--- config.mk ---
export PLATFORM = sky130hd
export DESIGN_NAME = terrain_level_loader
export DESIGN_NICKNAME = d
export VERILOG_FILES = /design/src/rtl/terrain_pkg.sv /design/src/rtl/terrain_level_loader_spawn.sv /design/src/rtl/terrain_level_loader.sv
export SDC_FILE = /design/constraint.sdc
export NUM_CORES = 1
export LEC_CHECK = 0
export CAP_MARGIN = 10
export CORE_MARGIN = 2
export CORE_UTILIZATION = 46
export DETAILED_ROUTE_END_ITERATION = 10
export PLACE_DENSITY = 0.86
export SLEW_MARGIN = 25
export SYNTH_ARGS = -nofsm -noshare
export SYNTH_HDL_FRONTEND = slang
export SYNTH_SLANG_ARGS = --single-unit
export TNS_END_PERCENT = 1
--- constraint.sdc ---
create_clock -name clk -period 2.9 [get_ports clk]
set_input_delay 0.435 -clock clk [delete_from_list [all_inputs] [get_ports clk]]
set_output_delay 0.435 -clock clk [all_outputs]
set_load 0.01 [all_outputs]
--- src/rtl/terrain_pkg.sv ---
// Shared types for the terrain level loader: geometry, terrain kinds,
// the ROM level-entry layout and the loader state encoding.
package terrain_pkg;

    typedef struct packed {
        logic [9:0] x;
        logic [9:0] y;
    } POSITION;

    typedef struct packed {
        POSITION center;
        POSITION radius;
    } RECT;

    typedef enum logic [1:0] {
        NONE   = 2'd0,
        JUNGLE = 2'd1,
        WALL   = 2'd2,
        WATER  = 2'd3
    } TERRAIN_KIND;

    typedef struct packed {
        logic        isEnd;
        TERRAIN_KIND kind;
        logic [7:0]  terrainID;
        RECT         area;
    } LEVEL_ENTRY;

    typedef enum logic [2:0] {
        S_IDLE,
        S_KILL,
        S_FETCH,
        S_WAIT,
        S_SPAWN,
        S_FINISH
    } load_state_t;

    function automatic logic is_spawn(input LEVEL_ENTRY e);
        return !e.isEnd && (e.kind != NONE);
    endfunction

endpackage

--- src/rtl/terrain_level_loader_spawn.sv ---
// Spawn output stage: decodes the ROM entry as it arrives and registers
// the strobes together with the broadcast terrainID/spawnArea bus.
module terrain_level_loader_spawn
    import terrain_pkg::*;
(
    input  logic       clk,
    input  logic       reset_l,
    input  logic       load,
    input  LEVEL_ENTRY entry,
    output logic       jungle,
    output logic       wall,
    output logic       water,
    output logic [7:0] id,
    output RECT        area
);

    logic fire;

    assign fire = load && is_spawn(entry);

    always_ff @(posedge clk) begin
        if (!reset_l) begin
            jungle <= 1'b0;
            wall   <= 1'b0;
            water  <= 1'b0;
            id     <= '0;
            area   <= '0;
        end else begin
            jungle <= fire && (entry.kind == JUNGLE);
            wall   <= fire && (entry.kind == WALL);
            water  <= fire && (entry.kind == WATER);
            // The bus holds its last value between spawns.
            if (fire) begin
                id   <= entry.terrainID;
                area <= entry.area;
            end
        end
    end

endmodule

--- src/rtl/terrain_level_loader.sv ---
// Level loader: on request kills all terrain entities, then walks one level
// slot of the level ROM issuing one spawn strobe per entry until END.
module terrain_level_loader
    import terrain_pkg::*;
#(
    parameter int MAX_ENTRIES = 64,
    parameter int LEVEL_BITS  = 2,
    parameter int ADDR_BITS   = 8
) (
    input  logic                  clk,
    input  logic                  reset_l,
    input  logic                  loadReq,
    input  logic [LEVEL_BITS-1:0] levelSel,
    output logic [ADDR_BITS-1:0]  romAddr,
    input  LEVEL_ENTRY            romData,
    output logic                  sigKill,
    output logic                  spawnJungle,
    output logic                  spawnWall,
    output logic                  spawnWater,
    output logic [7:0]            terrainID,
    output RECT                   spawnArea,
    output logic                  busy,
    output logic                  done,
    output logic [ADDR_BITS-1:0]  spawnCount,
    output logic                  overflow
);

    localparam logic [ADDR_BITS-1:0] LAST_IDX = ADDR_BITS'(MAX_ENTRIES - 1);

    load_state_t          state;
    load_state_t          state_next;
    logic [ADDR_BITS-1:0] base;
    logic [ADDR_BITS-1:0] idx;
    logic [ADDR_BITS-1:0] spawn_count;
    logic                 overflow_flag;
    logic                 end_flag;
    logic                 spawned;

    assign romAddr    = base + idx;
    assign spawnCount = spawn_count;
    assign overflow   = overflow_flag;
    assign spawned    = spawnJungle | spawnWall | spawnWater;

    always_ff @(posedge clk) begin
        if (!reset_l) begin
            state <= S_IDLE;
        end else begin
            state <= state_next;
        end
    end

    always_comb begin
        state_next = state;
        sigKill    = 1'b0;
        busy       = 1'b1;
        done       = 1'b0;
        case (state)
            S_IDLE: begin
                busy = 1'b0;
                if (loadReq) begin
                    state_next = S_KILL;
                end
            end
            S_KILL: begin
                sigKill    = 1'b1;
                state_next = S_FETCH;
            end
            S_FETCH: state_next = S_WAIT;
            S_WAIT:  state_next = S_SPAWN;
            S_SPAWN: begin
                if (end_flag || (idx == LAST_IDX)) begin
                    state_next = S_FINISH;
                end else begin
                    state_next = S_FETCH;
                end
            end
            S_FINISH: begin
                done       = 1'b1;
                state_next = S_IDLE;
            end
            default: state_next = S_IDLE;
        endcase
    end

    always_ff @(posedge clk) begin
        if (!reset_l) begin
            base          <= '0;
            idx           <= '0;
            spawn_count   <= '0;
            overflow_flag <= 1'b0;
            end_flag      <= 1'b0;
        end else begin
            case (state)
                S_IDLE: begin
                    if (loadReq) begin
                        base          <= ADDR_BITS'(levelSel) * ADDR_BITS'(MAX_ENTRIES);
                        idx           <= '0;
                        spawn_count   <= '0;
                        overflow_flag <= 1'b0;
                    end
                end
                S_WAIT: end_flag <= romData.isEnd;
                S_SPAWN: begin
                    if (spawned) begin
                        spawn_count <= spawn_count + ADDR_BITS'(1);
                    end
                    // A full slot without END is reported rather than
                    // letting the walk run into the next level.
                    if (!end_flag) begin
                        if (idx == LAST_IDX) begin
                            overflow_flag <= 1'b1;
                        end else begin
                            idx <= idx + ADDR_BITS'(1);
                        end
                    end
                end
                default: ;
            endcase
        end
    end

    terrain_level_loader_spawn u_spawn (
        .clk     (clk),
        .reset_l (reset_l),
        .load    (state == S_WAIT),
        .entry   (romData),
        .jungle  (spawnJungle),
        .wall    (spawnWall),
        .water   (spawnWater),
        .id      (terrainID),
        .area    (spawnArea)
    );

endmodule
After elaboration in Yosys (flattened, before gate mapping)
Index checks and enable logic that the tools add are counted.
- reductions and logical operators: 14
- equality and inequality tests: 14
- mux-type cells: 16
- $add $sub $neg: 3
- bitwise operators: 2
- operators with widths (cell ; count):
    2-to-1 mux 8 bit ; 4
    case mux 8 bit (2 select lines) ; 2
    adder 8 x 1 -> 8 bit (second input constant) ; 2
    case mux 3 bit (5 select lines) ; 1
    inequality test 2 bit (second input constant) ; 5
    adder 8 bit ; 1
    == test 8 x 6 -> 1 bit (second input constant) ; 1
    AND reduction 4 bit ; 2
    == test 3 x 2 -> 1 bit (second input constant) ; 2
    == test 3 bit (second input constant) ; 2
    2-to-1 mux 1 bit ; 6
    2-to-1 mux 3 bit ; 2
    logical AND 1 bit ; 5
    == test 2 bit (second input constant) ; 2
    nonzero test 2 bit ; 2
    == test 3 x 1 -> 1 bit (second input constant) ; 1
    logical NOT 3 bit ; 1
    AND reduction 3 bit ; 1
    == test 2 x 1 -> 1 bit (second input constant) ; 1
    OR 1 bit ; 2
    case mux 1 bit (2 select lines) ; 1
    AND reduction 2 bit ; 1
    logical NOT 1 bit ; 1
    logical OR 1 bit ; 1
- register bits: 74
- word-level logic and storage cells: 63
- output and inout bits: 71

Logic depth before layout (Yosys ltp)
Gate-level depths: netlist of the first run.
- depth after elaboration: 4
- mapped depth: 7
- mapped depth without buffers: 5

Hierarchy
From an unflattened synthesis of the first run, not the netlist that was laid out.
- cells, all modules: 362
- area, all modules: 3253.1 um^2
- modules (own cells, without submodules) (module ; times used ; seq. area each (um^2) ; cells an instance ; area an instance (um^2)):
    terrain_level_loader_spawn ; 1 ; 1021.0 ; 219 ; 2026.9
    terrain_level_loader ; 1 ; 460.4 ; 143 ; 1226.2

Least setup slack after synthesis of the first run
No wires, ideal clock.
- kind: input to register
- from: input port loadReq
- to: register spawn_count[4], in the netlist spawnCount[4]
- path buffers: 1
- data required time: 2.830 ns
- arrival time: 1.509 ns
- setup slack: 1.320 ns
- stages: 5
- cell sequence: nor4b_4 -> a21oi_2 -> buf_4 -> or3_1 -> a21oi_1
- cells in the longest elaborated chain, start to end: 2
- RTL lines (what ; line ; text):
    start: declaration ; terrain_level_loader.sv:12 ; input logic loadReq,
    inequality test 2 bit (no source line) ; -- ;
    AND reduction 3 bit (no source line) ; -- ;
    end signal: assignment ; terrain_level_loader.sv:105 ; spawn_count <= spawn_count + ADDR_BITS'(1);
    end: declaration ; terrain_level_loader.sv:34 ; logic [ADDR_BITS-1:0] spawn_count;
Every way passes these cells.
A chain may end at the register's enable or synchronous reset.

Worst setup path in the final report of the first run
- from: register idx[6]
- to: output port romAddr[7]
- cells in the longest elaborated chain, start to end: 1
- RTL lines (what ; line ; text):
    start: declaration ; terrain_level_loader.sv:33 ; logic [ADDR_BITS-1:0] idx;
    start signal: assignment ; terrain_level_loader.sv:113 ; idx <= idx + ADDR_BITS'(1);
    adder 8 bit ; terrain_level_loader.sv:39 ; assign romAddr = base + idx;
    end: declaration ; terrain_level_loader.sv:14 ; output logic [ADDR_BITS-1:0] romAddr,
Every way passes these cells.

==> summary.md, run 1 <==
| Metric | Value |
|---|---|
| Worst Skew | 0.008852 ns |
| GRT Max-Usage Layer | met2 |
| Area Overhead vs Synth | 48.18% |
| M1 GR Usage | 0.2546 |
| Hold Buf Count CTS | 0 |
| Initial Util | 0.4734 |
| Commonest cells after routing, fill and taps aside | clkdlybuf4s50_1, nand2_1, dfxtp_1, a21oi_1 |
| Asr flop ratio synth | 0 |
| Power per cell area | 454.5 nW/um^2 |
| # DRC | 0 |
| Crit-path max FO | 6 |
| Fmax | 457.3 MHz |
| Crit path largest cell delay | 0.55 ns |
| Largest net degree at the start of global routing | 49 |
| Skew-Pair Late Insertion Delay | 0.34 ns |
| Post-CTS Setup Bufs | 0 |
| DR vias | 2898 |
| WP buf/inv | 1 |
| Final Max Tran Viols | 0 |
| Crit-path most repeated cell | xnor2_1 |
| GRT Util Overall | 0.2233 |
| Die ar. | 7159 sq um |
| Drt total wl | 7769 um |
| DRT Pass-1 Iters | 4 |
| Final nets | 537 |
| Data required, critical path | 2.47 ns |
| RePlAce Congestion | 0.8115 |
| Dominant synthesized flop cell | dfxtp_1 |
| Max-cap violations | 0 |
| Period minus WS final | 2.187 ns |
| Worst Slack Setup Final | 0.7133 ns |
| Commonest non-fill, non-tap cell in the layout | clkdlybuf4s50_1 |
| Worst IR Drop VDD | 0.0003197 V |
| Slew HR | 0.6733 |
| # resized after CTS | 0 |
| Final core utilization | 0.7015 |
| Slowest cell on crit path | clkdlybuf4s50_1 |
| ANT cells | 0 |
| CP endpoint kind | output port |
| CP Cell Sequence | ha_1 > xnor2_1 > xnor2_1 > clkdlybuf4s50_1 |
| Io pins | 127 |
| Core ar. | 6314 sq um |
| Hold Path Depth | 2 |
| Final hold viol count | 0 |
| Vias per cell | 5.175 |
| Worst-Margin Slew | 0.4900 ns |
| Hold crit path type | reg2reg |
| Syn Std Cell Area | 2989 sq um |
| Leak Pwr | 0.001531 uW |
| Post-synth EDFFs | 0 |
| First-pass GRT wire length | 12780 um |
| Data arrival time of the critical path | 1.75 ns |
| Critical path launch point type | flop |
| R2R Path End | spawnCount[5] |
| Setup violations, final | 0 |
| Cells after Synth | 363 |
| Hold Path Origin | u_spawn.area[15] |
| GRT met2 Usage | 0.3729 |
| Longest Clk Path Bufs | 2 |
| Setup TNS | 0 ns |
| CTS Sinks | 74 |
| CTS Buf Count | 9 |
| # port buffers | 126 |
| Vias in the first global route | 2739 |
| Mean post-synth cell area | 8.234 sq um |
| 1st-iter DRT viols | 139 |
| Die Y | 84.61 um |
| Die width | 84.61 um |
| H-tree Lvls | 3 |
| Dpl hpwl | 5523 um |
| Dpl cells | 544 |
| GR Overflow Total | 0 |
| Worst-path clk slew | 0.07 ns |
| Met3 GRT Util | 0.1042 |
| # rows | 29 |
| Layout Cells excl Fill | 560 |
| Worst R2R Path Depth | 4 |
| Critical path class | reg2out |
| Status | completed |
| Seq cells post-synth | 74 |
| Worst path top cell family by delay | buffers and inverters |
| CTS tree | yes |
| ANT nets after route | 0 |
| Syn nets | 422 |
| Pre-CTS setup slack | 0.7464 ns |
| Period utilization | 0.7540 |
| Post-DR wirelength/cell | 13.87 um |
| Worst reg2reg setup slack | 0.89 ns |
| Antenna violations before repair | 0 |
| Post-synthesis sequential area ratio | 0.4956 |
| Unrepaired setup endpoints after global routing | false |
| FF-to-FF Start | state[2] |
| Synth warn | 0 |
| Overall Power | 2013 uW |
| Root buffer cell | clkbuf_8 |
| Yosys cell types | 40 |
| Hold Path End | u_spawn.area[15] |
| Share of cells above drive strength 1 | 0.05176 |
## cells in the mapped netlist (all sizes together) (2+ instances only)
cell,n,area share
and4,2,0.0059
o211ai,2,0.0050
buf,19,0.040
xnor2,3,0.0088
a21oi,61,0.10
ha,3,0.013
nor2,12,0.015
nor2b,2,0.0042
or3,10,0.021
nor4b,2,0.011
nand3,8,0.013
o21a,5,0.013
dfxtp,74,0.50
o31ai,2,0.0050
and3,2,0.0042
nand2,105,0.13
nand4,2,0.0042
nor3,5,0.0084
or4,3,0.0075
nor3b,4,0.012
inv,3,0.0038
mux2i,7,0.023
o21ai,9,0.015
clkbuf,8,0.010
## report_power, final
part           switching (uW)  leakage (uW)  internal [uW]
clock                     354     0.0000965            379
combinational            94.1      0.000838            131
sequential               22.6      0.000597           1030
## final cells by class
type | instances | area, sq um
Timing Repair Buffer | 131 | 1299
Multi-Input combinational cell | 259 | 1359
Clock inverter | 2 | 10.01
Sequential cell | 74 | 1481
Tap cell | 77 | 96.34
Fill cell | 495 | 1884
Clock buffer | 14 | 172.7
Inverter | 3 | 11.26
## routing by layer
metal / routed length, um / vias to the layer above
met3: 697 / 7
met1: 3161 / 1336
li1: - / 1459
met4: 85 / 0
met5: 0 / -
met2: 3825 / 96
## state kept, by name, indices dropped and copies added (netlist names)
name / cells
spawnCount: 8
overflow: 1
u_spawn.area: 40
end_flag: 1
u_spawn.id: 8
u_spawn.wall: 1
state: 3
base: 2
u_spawn.jungle: 1
u_spawn.water: 1
idx: 8
## stage by stage
stage	area, sq um	hold WS, ns
after floorplan	2989	0.4671
after global placement	4247	0.4405
after detailed placement	4247	0.4476
after CTS	4429	0.4557
after global routing	4429	0.4674
final	4429	0.4547
## worst register-to-register path: cells and delay by family, from the launching register on
family	cells	cell delay, ns
simple gates	2	0.98
flops	1	0.58
compound gates	2	0.37
## worst max-delay path by stage
stage	cells after the start	slack (ns)	to	start
floorplan	5	1.32	spawnCount[4]	loadReq
global placement	5	0.80	spawnCount[5]	loadReq
detailed placement	6	0.75	u_spawn.area[1]	romData[50]
CTS	4	0.70	romAddr[7]	idx[6]
global route	4	0.57	romAddr[7]	idx[6]
finish	4	0.71	romAddr[7]	idx[6]
## logic make-up (layout without fill, tap and decap cells)
group / Yosys count / in the layout / synth area share
xor+xnor: 3 / 3 / 0.008792
mux: 7 / 7 / 0.02344
flops: 74 / 74 / 0.4956
simple gates: 164 / 164 / 0.2574
compound gates: 82 / 82 / 0.1486
fa+ha+maj: 3 / 3 / 0.01256
buf+inv: 30 / 150 / 0.05358
No activity file was read; power rests on OpenSTA's default activity.
==> run 2: changes to the inputs <==
--- a/config.mk
+++ b/config.mk
@@ -7,9 +7,9 @@
 export LEC_CHECK = 0
 export CAP_MARGIN = 10
 export CORE_MARGIN = 2
-export CORE_UTILIZATION = 46
+export CORE_UTILIZATION = 42
 export DETAILED_ROUTE_END_ITERATION = 10
-export PLACE_DENSITY = 0.86
+export PLACE_DENSITY = 0.79
 export SLEW_MARGIN = 25
 export SYNTH_ARGS = -nofsm -noshare
 export SYNTH_HDL_FRONTEND = slang
==> constraint.sdc (replaced) <==
create_clock -name clk -period 2.2 [get_ports clk]
set_input_delay 0.33 -clock clk [delete_from_list [all_inputs] [get_ports clk]]
set_output_delay 0.33 -clock clk [all_outputs]
set_load 0.01 [all_outputs]
==> summary.md, run 2 (synthesis results as in run 1) <==
| Metric | Value |
|---|---|
| Worst-Margin Slew | 0.4589 ns (-0.03110 ns) |
| Data required, critical path | 1.87 ns (-0.60 ns) |
| Max-cap violations | 0 (unchanged) |
| Dpl hpwl | 5617 um (+1.7%) |
| CP endpoint kind | output port |
| Slew HR | 0.6937 (+0.02032) |
| Vias in the first global route | 2719 (-0.73%) |
| Met3 GRT Util | 0.08675 (-0.01747) |
| Post-CTS Setup Bufs | 0 (unchanged) |
| First-pass GRT wire length | 12400 um (-3.0%) |
| Slowest cell on crit path | clkdlybuf4s50_1 |
| Fmax | 475.6 MHz |
| # resized after CTS | 0 (unchanged) |
| Overall Power | 2739 uW (+36%) |
| Largest net degree at the start of global routing | 49 (unchanged) |
| CP Cell Sequence | ha_1 > xnor2_1 > xnor2_1 > clkdlybuf4s50_1 |
| P_int | 2112 uW (+37%) |
| Root buffer cell | clkbuf_8 |
| Drt total wl | 7793 um (+0.31%) |
| DR vias | 2900 (+0.069%) |
| Antenna violations before repair | 0 (unchanged) |
| ANT cells | 0 (unchanged) |
| Crit-path most repeated cell | xnor2_1 |
| Post-route cell area | 4509 sq um (+1.8%) |
| Worst IR Drop VDD | 0.0003070 V (-4.0%) |
| Io pins | 127 (unchanged) |
| # DRC | 0 (unchanged) |
| GRT Max-Usage Layer | met2 |
| Longest Clk Path Bufs | 2 (unchanged) |
| Setup violations, final | 0 (unchanged) |
| Sequential power share | 0.507 (-0.017) |
| Hold crit path type | reg2reg |
| Setup TNS | 0 ns (unchanged) |
| DRT Pass-1 Iters | 4 (unchanged) |
| Reg area | 1481 sq um (unchanged) |
| Filler cells | 607 (+23%) |
| Crit path largest cell delay | 0.55 ns (about the same) |
| Commonest non-fill, non-tap cell in the layout | clkdlybuf4s50_1 |
| Critical path launch point type | flop |
| Die Y | 88.36 um (+4.4%) |
| Worst-path clk slew | 0.07 ns (about the same) |
| Status | completed |
| Sw Share | 0.2288 (-0.005039) |
| Hold Buf Count CTS | 0 (unchanged) |
| CTS tree | yes |
| Sw power | 626.5 uW (+33%) |
| Share of cells above drive strength 1 | 0.05992 (+0.008158) |
| Final Max Tran Viols | 0 (unchanged) |
| Gate power share | 0.112 (about the same) |
| Final nets | 540 (+0.56%) |
| # port buffers | 126 (unchanged) |
| Worst path top cell family by delay | buffers and inverters |
| M1 GR Usage | 0.2372 (-0.01738) |
| Die ar. | 7807 sq um (+9.1%) |
| Clock network fraction of design power | 0.380 (+0.016) |
| Post-DR wirelength/cell | 13.44 um (-3.2%) |
| Critical path class | reg2out |
| Power per cell area | 607.3 nW/um^2 (+34%) |
| Period utilization | 0.9558 |
| Vias per cell | 5.000 (-3.4%) |
| Skew-Pair Late Insertion Delay | 0.34 ns (about the same) |
| 1st-iter DRT viols | 82 (-41%) |
| Dpl cell area | 4318 sq um (+1.7%) |
| Unrepaired setup endpoints after global routing | false |
| Max reg flops | 40 (unchanged) |
| Period minus WS final | 2.103 ns |
| RePlAce Congestion | 0.8411 (+3.6%) |
| Worst Slack Setup Final | 0.09724 ns (-0.6160 ns) |
| Commonest cells after routing, fill and taps aside | clkdlybuf4s50_1, nand2_1, dfxtp_1, a21oi_1, nor2_1 |
| Final hold viol count | 0 (unchanged) |
| Die width | 88.36 um (+4.4%) |
| Reg with most FFs | u_spawn.area |
| GRT Util Overall | 0.2012 (-0.02211) |
| H-tree Lvls | 3 (unchanged) |
| ANT nets after route | 0 (unchanged) |
| Core ar. | 6832 sq um (+8.2%) |
| GR Overflow Total | 0 (unchanged) |
| Area Overhead vs Synth | 50.86% |
| Final core utilization | 0.6601 (-0.04147) |
| CTS Sinks | 74 (unchanged) |
| Data arrival time of the critical path | 1.77 ns (+0.02 ns) |
| Crit-path max FO | 6 (unchanged) |
| GRT met2 Usage | 0.3377 (-0.03528) |
| Pre-CTS setup slack | 0.2249 ns (-0.5215 ns) |
| Multi-input gate area | 1359 sq um (unchanged) |
| # rows | 30 (+3.4%) |
| Leak Pwr | 0.001562 uW (+2.0%) |
| Worst Skew | 0.007048 ns (-0.001804 ns) |
| CTS Buf Count | 9 (unchanged) |
| Initial Util | 0.4375 (-0.03590) |
| WP buf/inv | 1 (unchanged) |
-- run 2: final timing paths --
| path | endpoint | slack, ns | start | cells past startpoint |
|---|---|---|---|---|
| setup / recovery | romAddr[7] | 0.1 | idx[6] | 4 |
| hold / removal | u_spawn.area[15] | 0.45 | u_spawn.area[15] | 2 |
| setup reg to reg | spawnCount[3] | 0.43 | state[2] | 5 |
| hold reg to reg | u_spawn.area[15] | 0.45 | u_spawn.area[15] | 2 |
-- run 2: area by class of cell --
| type | count | share of cell area |
|---|---|---|
| repair buffers | 134 | 0.2986 |
| flip-flops and latches | 74 | 0.3285 |
| inverters | 3 | 0.002497 |
| well taps | 96 | 0.02664 |
| clock buffers | 11 | 0.03357 |
| multi-input cells | 259 | 0.3013 |
| clock inverters | 3 | 0.008879 |
-- run 2: routing by layer --
layer / part of all wire / wire (um) / vias up
met1: 0.41 / 3209 / 1339
met3: 0.084 / 658 / 7
li1: - / - / 1457
met2: 0.49 / 3852 / 97
met4: 0.0092 / 72 / 0
met5: 0 / 0 / -
-- run 2: metrics by stage --
step	hold WS, ns	std cells
2_1_floorplan	0.4024	363
3_3_place_gp	0.4405	566
3_5_place_dp	0.4467	566
4_1_cts	0.4555	580
5_1_grt	0.4716	580
6_report	0.4525	580
-- run 2: worst register-to-register path, stage by stage (launching register included) --
cell,delay (ns)
dfxtp_1,0.58
nor3b_2,0.31
a21oi_2,0.13
buf_4,0.17
or3_1,0.34
a21oi_1,0.16
-- run 2: power groups by stage --
stage               Clock, uW  Sequential [uW]  Combinational (uW)
finish                   1040             1390                 307
global route             1120             1390                 333
CTS                      1070             1390                 309
detailed placement          0             1420                 307
global placement            0             1420                 302
floorplan                   0             1410                 136
